## config.mk

```make
export PLATFORM = sky130hd
export DESIGN_NAME = mem_access_unit
export DESIGN_NICKNAME = d
export VERILOG_FILES = /design/src/rtl/mem_pkg.sv /design/src/rtl/mem_load_align.sv /design/src/rtl/mem_access_unit.sv
export SDC_FILE = /design/constraint.sdc
export NUM_CORES = 1
export LEC_CHECK = 0
export ABC_AREA = 1
export CAP_MARGIN = 20
export CORE_UTILIZATION = 46
export CTS_CLUSTER_SIZE = 24
export DETAILED_ROUTE_END_ITERATION = 16
export HOLD_SLACK_MARGIN = 0.12
export PLACE_DENSITY = 0.9
export SETUP_SLACK_MARGIN = 0.4
export SLEW_MARGIN = 10
export SYNTH_ARGS = -nofsm -noshare
export SYNTH_HDL_FRONTEND = slang
export SYNTH_SLANG_ARGS = --single-unit
```

## constraint.sdc

```tcl
create_clock -name Clk -period 2.2 [get_ports Clk]
set_input_delay 0.22 -clock Clk [delete_from_list [all_inputs] [get_ports Clk]]
set_output_delay 0.22 -clock Clk [all_outputs]
set_load 0.005 [all_outputs]
```

## src/rtl/mem_pkg.sv

```systemverilog
// mem_pkg: shared definitions for the MEM-stage data-memory access unit.
//   - MemOp encoding (loads; stores reuse the low-size codes)
//   - access FSM state enum
//   - byte-enable lane constants
//   - size / sign / alignment helpers derived from the MemOp code
package mem_pkg;

  typedef enum logic [2:0] {
    MOP_LB  = 3'b000,
    MOP_LH  = 3'b001,
    MOP_LW  = 3'b010,
    MOP_LBU = 3'b100,
    MOP_LHU = 3'b101
  } mem_op_e;

  // Stores share the size field of the signed loads.
  localparam mem_op_e MOP_SB = MOP_LB;
  localparam mem_op_e MOP_SH = MOP_LH;
  localparam mem_op_e MOP_SW = MOP_LW;

  typedef enum logic [2:0] {
    ST_IDLE,
    ST_REQ,
    ST_RSP,
    ST_DRAIN,
    ST_DONE
  } mau_state_e;

  typedef enum logic [1:0] {
    SZ_BYTE,
    SZ_HALF,
    SZ_WORD
  } mem_size_e;

  localparam logic [3:0] BE_BYTE0   = 4'b0001;
  localparam logic [3:0] BE_HALF_LO = 4'b0011;
  localparam logic [3:0] BE_HALF_HI = 4'b1100;
  localparam logic [3:0] BE_WORD    = 4'b1111;

  function automatic mem_size_e op_size(input logic [2:0] op);
    case (op[1:0])
      2'b00:   return SZ_BYTE;
      2'b01:   return SZ_HALF;
      default: return SZ_WORD;
    endcase
  endfunction

  // Bit 2 of the op selects zero-extension.
  function automatic logic op_signed(input logic [2:0] op);
    return ~op[2];
  endfunction

  function automatic logic op_misaligned(input logic [2:0] op, input logic [1:0] addr_lo);
    case (op_size(op))
      SZ_HALF: return addr_lo[0];
      SZ_WORD: return |addr_lo;
      default: return 1'b0;
    endcase
  endfunction

endpackage

```

## src/rtl/mem_load_align.sv

```systemverilog
// mem_load_align: combinational load-lane select and extension.
//   rdata   - raw 32-bit bus read word
//   addr_lo - byte offset of the access within the word
//   op      - MemOp code (size and signedness)
//   result  - selected lane, sign- or zero-extended to 32 bits
module mem_load_align
  import mem_pkg::*;
(
  input  logic [31:0] rdata,
  input  logic [1:0]  addr_lo,
  input  logic [2:0]  op,
  output logic [31:0] result
);

  logic [7:0]  byte_sel;
  logic [15:0] half_sel;
  logic        sext;

  always_comb begin
    byte_sel = '0;
    case (addr_lo)
      2'd0: byte_sel = rdata[7:0];
      2'd1: byte_sel = rdata[15:8];
      2'd2: byte_sel = rdata[23:16];
      2'd3: byte_sel = rdata[31:24];
      default: byte_sel = '0;
    endcase
    half_sel = addr_lo[1] ? rdata[31:16] : rdata[15:0];
    sext     = op_signed(op);

    case (op_size(op))
      SZ_BYTE: result = {{24{sext & byte_sel[7]}}, byte_sel};
      SZ_HALF: result = {{16{sext & half_sel[15]}}, half_sel};
      default: result = rdata;
    endcase
  end

endmodule

```

## src/rtl/mem_access_unit.sv

```systemverilog
// mem_access_unit: MEM-stage data-memory access controller.
//   Clk, Rst_n         - clock, synchronous active-low reset
//   MemR_EX/MemW_EX    - load / store request from EX/MEM
//   MemOp_EX           - access size/sign code
//   Addr_EX            - byte address
//   StoreData_EX       - store data (rt)
//   Flush              - kill the current access
//   bus_*              - request/grant/response data-memory bus
//   dmDataOut          - aligned, extended load result (registered)
//   MemStall           - pipeline freeze while an access is in flight
//   MemDone            - access completes this cycle
//   AddrErr            - misaligned access flagged in the completion cycle
module mem_access_unit
  import mem_pkg::*;
#(
  parameter int unsigned ADDR_W = 32,
  parameter int unsigned DATA_W = 32
) (
  input  logic              Clk,
  input  logic              Rst_n,
  input  logic              MemR_EX,
  input  logic              MemW_EX,
  input  logic [2:0]        MemOp_EX,
  input  logic [ADDR_W-1:0] Addr_EX,
  input  logic [DATA_W-1:0] StoreData_EX,
  input  logic              Flush,
  output logic              bus_req,
  output logic              bus_we,
  output logic [ADDR_W-1:0] bus_addr,
  output logic [3:0]        bus_be,
  output logic [DATA_W-1:0] bus_wdata,
  input  logic              bus_gnt,
  input  logic              bus_rvalid,
  input  logic [DATA_W-1:0] bus_rdata,
  output logic [DATA_W-1:0] dmDataOut,
  output logic              MemStall,
  output logic              MemDone,
  output logic              AddrErr
);

  mau_state_e state_q, state_d;

  logic              access;
  logic              take;
  logic              misal;
  logic [2:0]        op_q;
  logic [1:0]        alo_q;
  logic              err_q;
  logic [3:0]        st_be;
  logic [DATA_W-1:0] st_wdata;
  logic [DATA_W-1:0] load_word;

  assign access = MemR_EX | MemW_EX;
  // A flushed instruction never starts an access.
  assign take   = access & ~Flush;
  assign misal  = op_misaligned(MemOp_EX, Addr_EX[1:0]);

  mem_load_align u_align (
    .rdata   (bus_rdata),
    .addr_lo (alo_q),
    .op      (op_q),
    .result  (load_word)
  );

  // Store lane placement; loads request the whole word.
  always_comb begin
    st_be    = BE_WORD;
    st_wdata = '0;
    if (MemW_EX) begin
      case (op_size(MemOp_EX))
        SZ_BYTE: begin
          st_be    = BE_BYTE0 << Addr_EX[1:0];
          st_wdata = {4{StoreData_EX[7:0]}};
        end
        SZ_HALF: begin
          st_be    = Addr_EX[1] ? BE_HALF_HI : BE_HALF_LO;
          st_wdata = {2{StoreData_EX[15:0]}};
        end
        default: begin
          st_be    = BE_WORD;
          st_wdata = StoreData_EX;
        end
      endcase
    end
  end

  always_ff @(posedge Clk) begin
    if (!Rst_n) state_q <= ST_IDLE;
    else        state_q <= state_d;
  end

  always_comb begin
    state_d = state_q;
    case (state_q)
      ST_IDLE:  if (take) state_d = misal ? ST_DONE : ST_REQ;
      ST_REQ: begin
        // A granted store has committed even if flushed; a granted load
        // still owes a response that must be absorbed.
        if (bus_gnt)    state_d = bus_we ? ST_DONE : (Flush ? ST_DRAIN : ST_RSP);
        else if (Flush) state_d = ST_IDLE;
      end
      ST_RSP: begin
        if (Flush)           state_d = bus_rvalid ? ST_IDLE : ST_DRAIN;
        else if (bus_rvalid) state_d = ST_DONE;
      end
      ST_DRAIN: if (bus_rvalid) state_d = ST_IDLE;
      ST_DONE:  state_d = ST_IDLE;
      default:  state_d = ST_IDLE;
    endcase
  end

  always_comb begin
    MemStall = access & (state_q != ST_DONE) & ~Flush;
    MemDone  = (state_q == ST_DONE);
    AddrErr  = (state_q == ST_DONE) & err_q;
  end

  // Bus request fields and load result.
  always_ff @(posedge Clk) begin
    if (!Rst_n) begin
      bus_req   <= 1'b0;
      bus_we    <= 1'b0;
      bus_addr  <= '0;
      bus_be    <= '0;
      bus_wdata <= '0;
      dmDataOut <= '0;
      op_q      <= '0;
      alo_q     <= '0;
      err_q     <= 1'b0;
    end else begin
      case (state_q)
        ST_IDLE: begin
          if (take) begin
            if (misal) begin
              err_q     <= 1'b1;
              dmDataOut <= '0;
            end else begin
              err_q     <= 1'b0;
              op_q      <= MemOp_EX;
              alo_q     <= Addr_EX[1:0];
              bus_req   <= 1'b1;
              bus_we    <= MemW_EX;
              bus_addr  <= {Addr_EX[ADDR_W-1:2], 2'b00};
              bus_be    <= st_be;
              bus_wdata <= st_wdata;
            end
          end
        end
        ST_REQ: begin
          if (bus_gnt || Flush) begin
            bus_req   <= 1'b0;
            bus_we    <= 1'b0;
            bus_addr  <= '0;
            bus_be    <= '0;
            bus_wdata <= '0;
          end
        end
        ST_RSP: begin
          if (bus_rvalid && !Flush) dmDataOut <= load_word;
        end
        default: ;
      endcase
    end
  end

endmodule

```

==> flow_metrics.env, run 1 <==
export IMPL_status="completed"
export IMPL_post_synth_main_area_contributors="dfxtp_1 (44%), nand2_1 (18%), a21oi_1 (11%)"
export IMPL_die_w_um=106.2
export IMPL_htreeDepth=3
export IMPL_start_util_pct=47.98
export IMPL_overflow=0
export IMPL_wire_per_inst_um=14.85
export IMPL_synth_sequential_area_ratio_pct=43.67
export IMPL_async_s_r_ff_share_synth_pct=0
export IMPL_post_route_drc_count=0
export IMPL_synth_edff_count=0
export IMPL_post_route_min_period_ns=1.703
export IMPL_dp_hpwl_mm=11.00
export IMPL_power_density_cell_area_nw_per_um2=600.7
export IMPL_syn_cell_area_um2=4997
export IMPL_fillerInstances=849
export IMPL_port_buffers=208
export IMPL_worstPathCellList="inv_2 > nor3_4 > buf_4 > buf_4 > and2_1 > dlygate4sd2_1"
export IMPL_critical_path_slowest_cell="dfxtp_2"
export IMPL_power_leakage_nw=2.803
export IMPL_worstHoldEndpoint="state_q[0]"
export IMPL_timing_final_max_slew_violations=0
export IMPL_grt_start_max_net_pins=67
export IMPL_rr_startpoint="op_q[1]"
export IMPL_ant_nets=0
export IMPL_antenna_violations_before_repair=0
export IMPL_drv_cap=0
export IMPL_io_pins=211
export IMPL_clock_sink_count=109
export IMPL_clock_skew_final_ns=0.01290
export IMPL_via_count=5459
export IMPL_syn2layout_area_growth_pct=47.65
export IMPL_detailedRoute_firstPassIterationCount=5
export IMPL_first_global_vias=5080
export IMPL_clock_tree_from_tritoncts="done"
export IMPL_tns_ns=0
export IMPL_yosys_most_used_dff="dfxtp_1"
export IMPL_synth_cell_types=31
export IMPL_cp_required_ns=1.98
export IMPL_syn_mean_instance_area_um2=6.970
export IMPL_diodes=0
export IMPL_endpoint_kind="output pin"
export IMPL_reg2reg_setup_slack_ns=0.57
export IMPL_ys_warn_count=0
export IMPL_drive_above_1_share_pct=7.549
export IMPL_clkSlewWorstSetupHoldPaths_ns=0.10
export IMPL_drt_iter0_markers=261
export IMPL_post_route_period_util_pct=77.40
export IMPL_finish_net_count=1015
export IMPL_rows=37
export IMPL_synthDominantAreaCellType="dfxtp_1"
export IMPL_die_area_um2=11280
export IMPL_worst_ir_drop_vdd_uv=355.9
export IMPL_unrepaired_setup_endpoints_after_global_routing="false"
export IMPL_r2r_end="dmDataOut[0]"
export IMPL_power_mw=4.432
export IMPL_yosys_cell_count_top_type="nand2_1"
export IMPL_holdCritPathClass="in2reg"
export IMPL_worst_setup_path_start_kind="flop"
export IMPL_root_buffer="clkbuf_8"
export IMPL_placeableCoreArea_um2=10420
export IMPL_global_route_wire_length_before_repair_mm=24.29
export IMPL_wl_mm=15.59
export IMPL_clk_insertion_delay_late_ns=0.37
export IMPL_via_per_inst=5.199
export IMPL_cts_buffers=9
export IMPL_max_clock_path_buffers=2
export IMPL_ys_top_cells_by_count="nand2_1 (242), a21oi_1 (111), dfxtp_1 (109)"
export IMPL_worst_endpoint_arrival_ns=1.48
export IMPL_final_hold_worst_slack_ns=0.3710
export IMPL_r2r_worst_path_cells=6
export IMPL_global_route_usage_over_all_layers_pct=26.87
export IMPL_synth_top_cell_area_share_pct=43.67
export IMPL_hold_path_cell_count=5
export IMPL_critPathMostFrequentCell="buf_4"
export IMPL_setup_worst_path_class="reg2out"
export IMPL_hold_violations=0
export IMPL_yosys_register_bits=109
export IMPL_fmax_mhz=587.3
export IMPL_critical_path_fanouts_max=5
export IMPL_final_core_utilization_pct=70.83
export IMPL_die_h_um=106.2
export IMPL_syn_inst=717
export IMPL_place_gp_congestion=0.8900
export IMPL_setup_viol=0
export IMPL_max_stage_delay_ns=0.34
export IMPL_hold_path_startpoint="Flush"
power breakdown:
| group | internal [mW] | leakage, nW | switching (mW) |
|---|---|---|---|
| logic | 0.532 | 1.83 | 0.595 |
| registers | 2.07 | 0.885 | 0.0656 |
| clock network | 0.459 | 0.0881 | 0.712 |
| total | 3.06 | 2.80 | 1.37 |
cells in the final DEF, fill, tap and decap left out, drive strengths merged:
cell type and n:
a21oi 121, and2 1, buf 15, clkbuf 12, clkdlybuf4s50 204, clkinv 2
clkinvlp 2, conb 2, dfxtp 109, dlygate4sd2 3, dlymetal6s2s 1, inv 44
nand2 245, nand3 20, nand3b 5, nand4 2, nor2 65, nor3 4
o211ai 8, o21a 1, o21ai 30, o21bai 1, o22ai 12, or2 5
layer usage:
layer	global-route usage, %	wire length, um
met1	32.33	6224
met3	6.622	1525
met5	0	0
met2	46.57	7575
met4	9.028	263
area by class of cell:
cell class	count	area [um^2]	share of cell area, %
clock buffers	11	141.4	1.916
repair buffers	224	2268	30.74
clock inverters	5	43.79	0.5935
flip-flops and latches	109	2187	29.64
inverters	43	171.4	2.323
well taps	136	170.2	2.306
multi-input cells	522	2396	32.47
cell families (layout without fill, tap and decap cells):
group | count (synthesis) | in the layout | synth area share [%]
and+or+nand+nor | 347 | 347 | 28.44
AOI/OAI and AO/OA | 173 | 173 | 18.88
DFF | 109 | 109 | 43.67
buffers and inverters | 87 | 283 | 8.938
other | 1 | 2 | 0.07504
worst max-delay path, delay by kind of cell (launching register included):
kind                   cells  cell delay [ns]
DFF                        1             0.34
buffers and inverters      4             0.59
and+or+nand+nor            2             0.20
metrics by stage:
step,setup WS (ns),instance area (um^2),instances
after floorplan,0.8221,5001,718
after global placement,0.1466,7108,1029
after detailed placement,0.09592,7108,1029
after CTS,0.4556,7328,1049
after global routing,0.4162,7378,1050
final,0.4972,7378,1050
how the worst max path moves through the flow:
stage | start | endpoint | slack [ns] | cells past startpoint
6_report | state_q[2] | AddrErr | 0.50 | 6
5_1_grt | alo_q[1] | dmDataOut[27] | 0.42 | 8
4_1_cts | state_q[2] | AddrErr | 0.46 | 6
3_5_place_dp | MemW_EX | bus_addr[30] | 0.1 | 9
3_3_place_gp | Flush | bus_addr[19] | 0.15 | 10
2_1_floorplan | state_q[1] | bus_addr[12] | 0.82 | 10
what timing repair did:
item	4_1_cts	5_1_grt
gates cloned	0	1
buffers inserted	4	0
gates resized for setup	9	7
setup endpoints to repair	7	63
pin swaps	2	1
hold buffers	0	0
state kept, by name, summed over array words and instances (netlist names):
| name | cells |
|---|---|
| bus_wdata | 32 |
| bus_req | 1 |
| dmDataOut | 32 |
| bus_we | 1 |
| bus_be | 4 |
| err_q | 1 |
| state_q | 3 |
| alo_q | 2 |
| bus_addr | 30 |
| op_q | 3 |
No activity file was read; power rests on OpenSTA's default activity.
==> inputs of run 2 (changes only) <==
- CORE_UTILIZATION: 46 -> 39
- PLACE_DENSITY: 0.9 -> 0.81
- clock period: 2.2 -> 1.4 ns (I/O delays scaled with it)
==> run 2 against run 1 <==
Net effect: the run now ends with negative setup slack left; critical path type is now reg2reg; sequential share of layout area fell by 2.9 points; sequential power increased by 59%; worst hold slack lost 0.052 ns.
==> flow_metrics.env, run 2 (synthesized netlist as in run 1, its figures left out) <==
export IMPL_status="complete, but fails checks"
export IMPL_failed_checks="negative setup slack"
export IMPL_comb_power_share_pct=29.9
export IMPL_diodes=0
export IMPL_overflow=0
export IMPL_setup_viol=107
export IMPL_via_per_inst=5.124
export IMPL_post_route_min_period_ns=1.531
export IMPL_root_buffer="clkbuf_16"
export IMPL_syn2layout_area_growth_pct=72.66
export IMPL_endpoint_kind="flop"
export IMPL_finish_net_count=1098
export IMPL_cp_startpoint="state_q[1]"
export IMPL_final_design_area_no_fill_um2=8628
export IMPL_clkSlewWorstSetupHoldPaths_ns=0.07
export IMPL_power_mw=8.592
export IMPL_worst_endpoint_arrival_ns=1.78
export IMPL_global_route_wire_length_before_repair_mm=29.33
export IMPL_power_leakage_nw=3.878
export IMPL_hold_violations=0
export IMPL_fillerInstances=934
export IMPL_die_area_um2=13270
export IMPL_place_gp_congestion=0.8186
export IMPL_via_count=5969
export IMPL_postPlaceCellArea_um2=7592
export IMPL_power_density_cell_area_nw_per_um2=995.8
export IMPL_die_w_um=115.2
export IMPL_port_buffers=208
export IMPL_fmax_mhz=653.3
export IMPL_multiInputGateArea_um2=2801
export IMPL_die_h_um=115.2
export IMPL_setup_worst_path_class="reg2reg"
export IMPL_cts_buffers=9
export IMPL_clock_power_share_pct=30.8
export IMPL_dp_cells=1105
export IMPL_drv_cap=0
export IMPL_area_sequential_um2=2306
export IMPL_critical_path_fanouts_max=8
export IMPL_htreeDepth=3
export IMPL_rr_startpoint="state_q[1]"
export IMPL_clock_sink_count=109
export IMPL_seqPwrFrac_pct=39.3
export IMPL_final_hold_worst_slack_ns=0.3194
export IMPL_top_regs="bus_wdata x32, dmDataOut x32, bus_addr x30"
export IMPL_total_internal_power_mw=5.974
export IMPL_tns_ns=-6.670
export IMPL_wire_per_inst_um=16.80
export IMPL_worst_setup_path_start_kind="flop"
export IMPL_holdCritPathClass="in2reg"
export IMPL_ant_nets=0
export IMPL_start_util_pct=40.76
export IMPL_worst_ir_drop_vdd_uv=811.6
export IMPL_io_pins=211
export IMPL_drt_iter0_markers=421
export IMPL_cp_required_ns=1.65
export IMPL_timing_final_ws_setup_ns=-0.1308
export IMPL_rows=40
export IMPL_drive_above_1_share_pct=43.23
export IMPL_clock_skew_final_ns=0.006984
export IMPL_timing_final_max_slew_violations=0
export IMPL_final_cell_count_no_fill=1165
export IMPL_placeableCoreArea_um2=12260
export IMPL_cts_hold_buffers=0
export IMPL_antenna_violations_before_repair=0
export IMPL_power_switching_fraction_pct=30.48
export IMPL_most_common_layout_cells="nand2_1 (189), clkdlybuf4s50_1 (104), dfxtp_2 (87), buf_2 (87), a21oi_1 (85)"
export IMPL_wl_mm=19.58
export IMPL_unrepaired_setup_endpoints_after_global_routing="true"
export IMPL_hold_path_startpoint="MemOp_EX[1]"
export IMPL_global_route_usage_over_all_layers_pct=28.84
export IMPL_first_global_vias=5854
export IMPL_post_route_drc_count=0
export IMPL_clk_insertion_delay_late_ns=0.36
export IMPL_layout_cells_most_common="nand2_1"
export IMPL_max_clock_path_buffers=2
export IMPL_grt_start_max_net_pins=57
export IMPL_detailedRoute_firstPassIterationCount=6
export IMPL_p_sw_mw=2.619
export IMPL_post_route_period_util_pct=109.3
export IMPL_dp_hpwl_mm=11.60
export IMPL_clock_tree_from_tritoncts="done"
-- run 2: cell types whose count changed in the layout (fill, tap and decap cells not counted), moves of 39 or more --
cell,previous run,this run
nand2_2,1,40
dfxtp_2,4,87
buf_4,11,64
dfxtp_1,105,18
nand2_1,242,189
clkdlybuf4s50_1,204,104
buf_2,0,87
-- run 2: layout make-up --
class	count	area share, %
repair inverters	3	0.7251
multi-input cells	523	32.47
clock buffers	13	2.900
well taps	168	2.436
repair buffers	303	31.79
flip-flops and latches	109	26.73
clock inverters	3	0.5075
inverters	43	2.451
-- run 2: timing repair --
item                                    in CTS  in global routing
buffers inserted                            20                  7
gates cloned                                12                  5
pin swaps                                   20                 25
endpoints found under the setup margin     212                129
hold endpoints to repair                     0                  0
gates resized for setup                    555                 66
-- run 2: through the flow --
step / setup slack, ns / util [%]
after floorplan: 0.06031 / -
after global placement: -0.3201 / 61.92
after detailed placement: -0.3799 / 61.92
after CTS: -0.06160 / 68.00
after global routing: -0.2396 / 70.37
final: -0.1308 / 70.37
-- run 2: worst max-delay path, stage by stage (launching register included) --
cell,delay (ns)
dfxtp_4,0.37
nor2_4,0.10
nand2_2,0.07
nor2_4,0.16
nand2_4,0.10
buf_4,0.15
buf_12,0.16
buf_8,0.15
o21ai_2,0.10
a21oi_1,0.05
-- run 2: path summary, 6_finish.rpt --
path	end	depth (start not counted)	slack, ns
setup reg to reg	op_q[0]	9	-0.13
hold / removal	op_q[1]	4	0.32
hold reg to reg	dmDataOut[7]	2	0.45
setup / recovery	op_q[0]	9	-0.13
-- run 2: layer usage --
metal / GRT usage [%] / wire [um] / vias up
li1: - / - / 2872
met1: 32.07 / 7409 / 2716
met2: 49.16 / 9539 / 317
met3: 9.383 / 1855 / 64
met4: 15.15 / 771 / 0
met5: 0 / 0 / -
-- run 2: power by group through the flow --
stage / sequential, mW / combinational (mW) / clock [mW]
floorplan: 3.41 / 1.04 / 0
global placement: 3.41 / 1.94 / 0
detailed placement: 3.41 / 1.96 / 0
CTS: 3.37 / 2.38 / 2.66
global route: 3.39 / 2.75 / 2.80
finish: 3.38 / 2.57 / 2.65
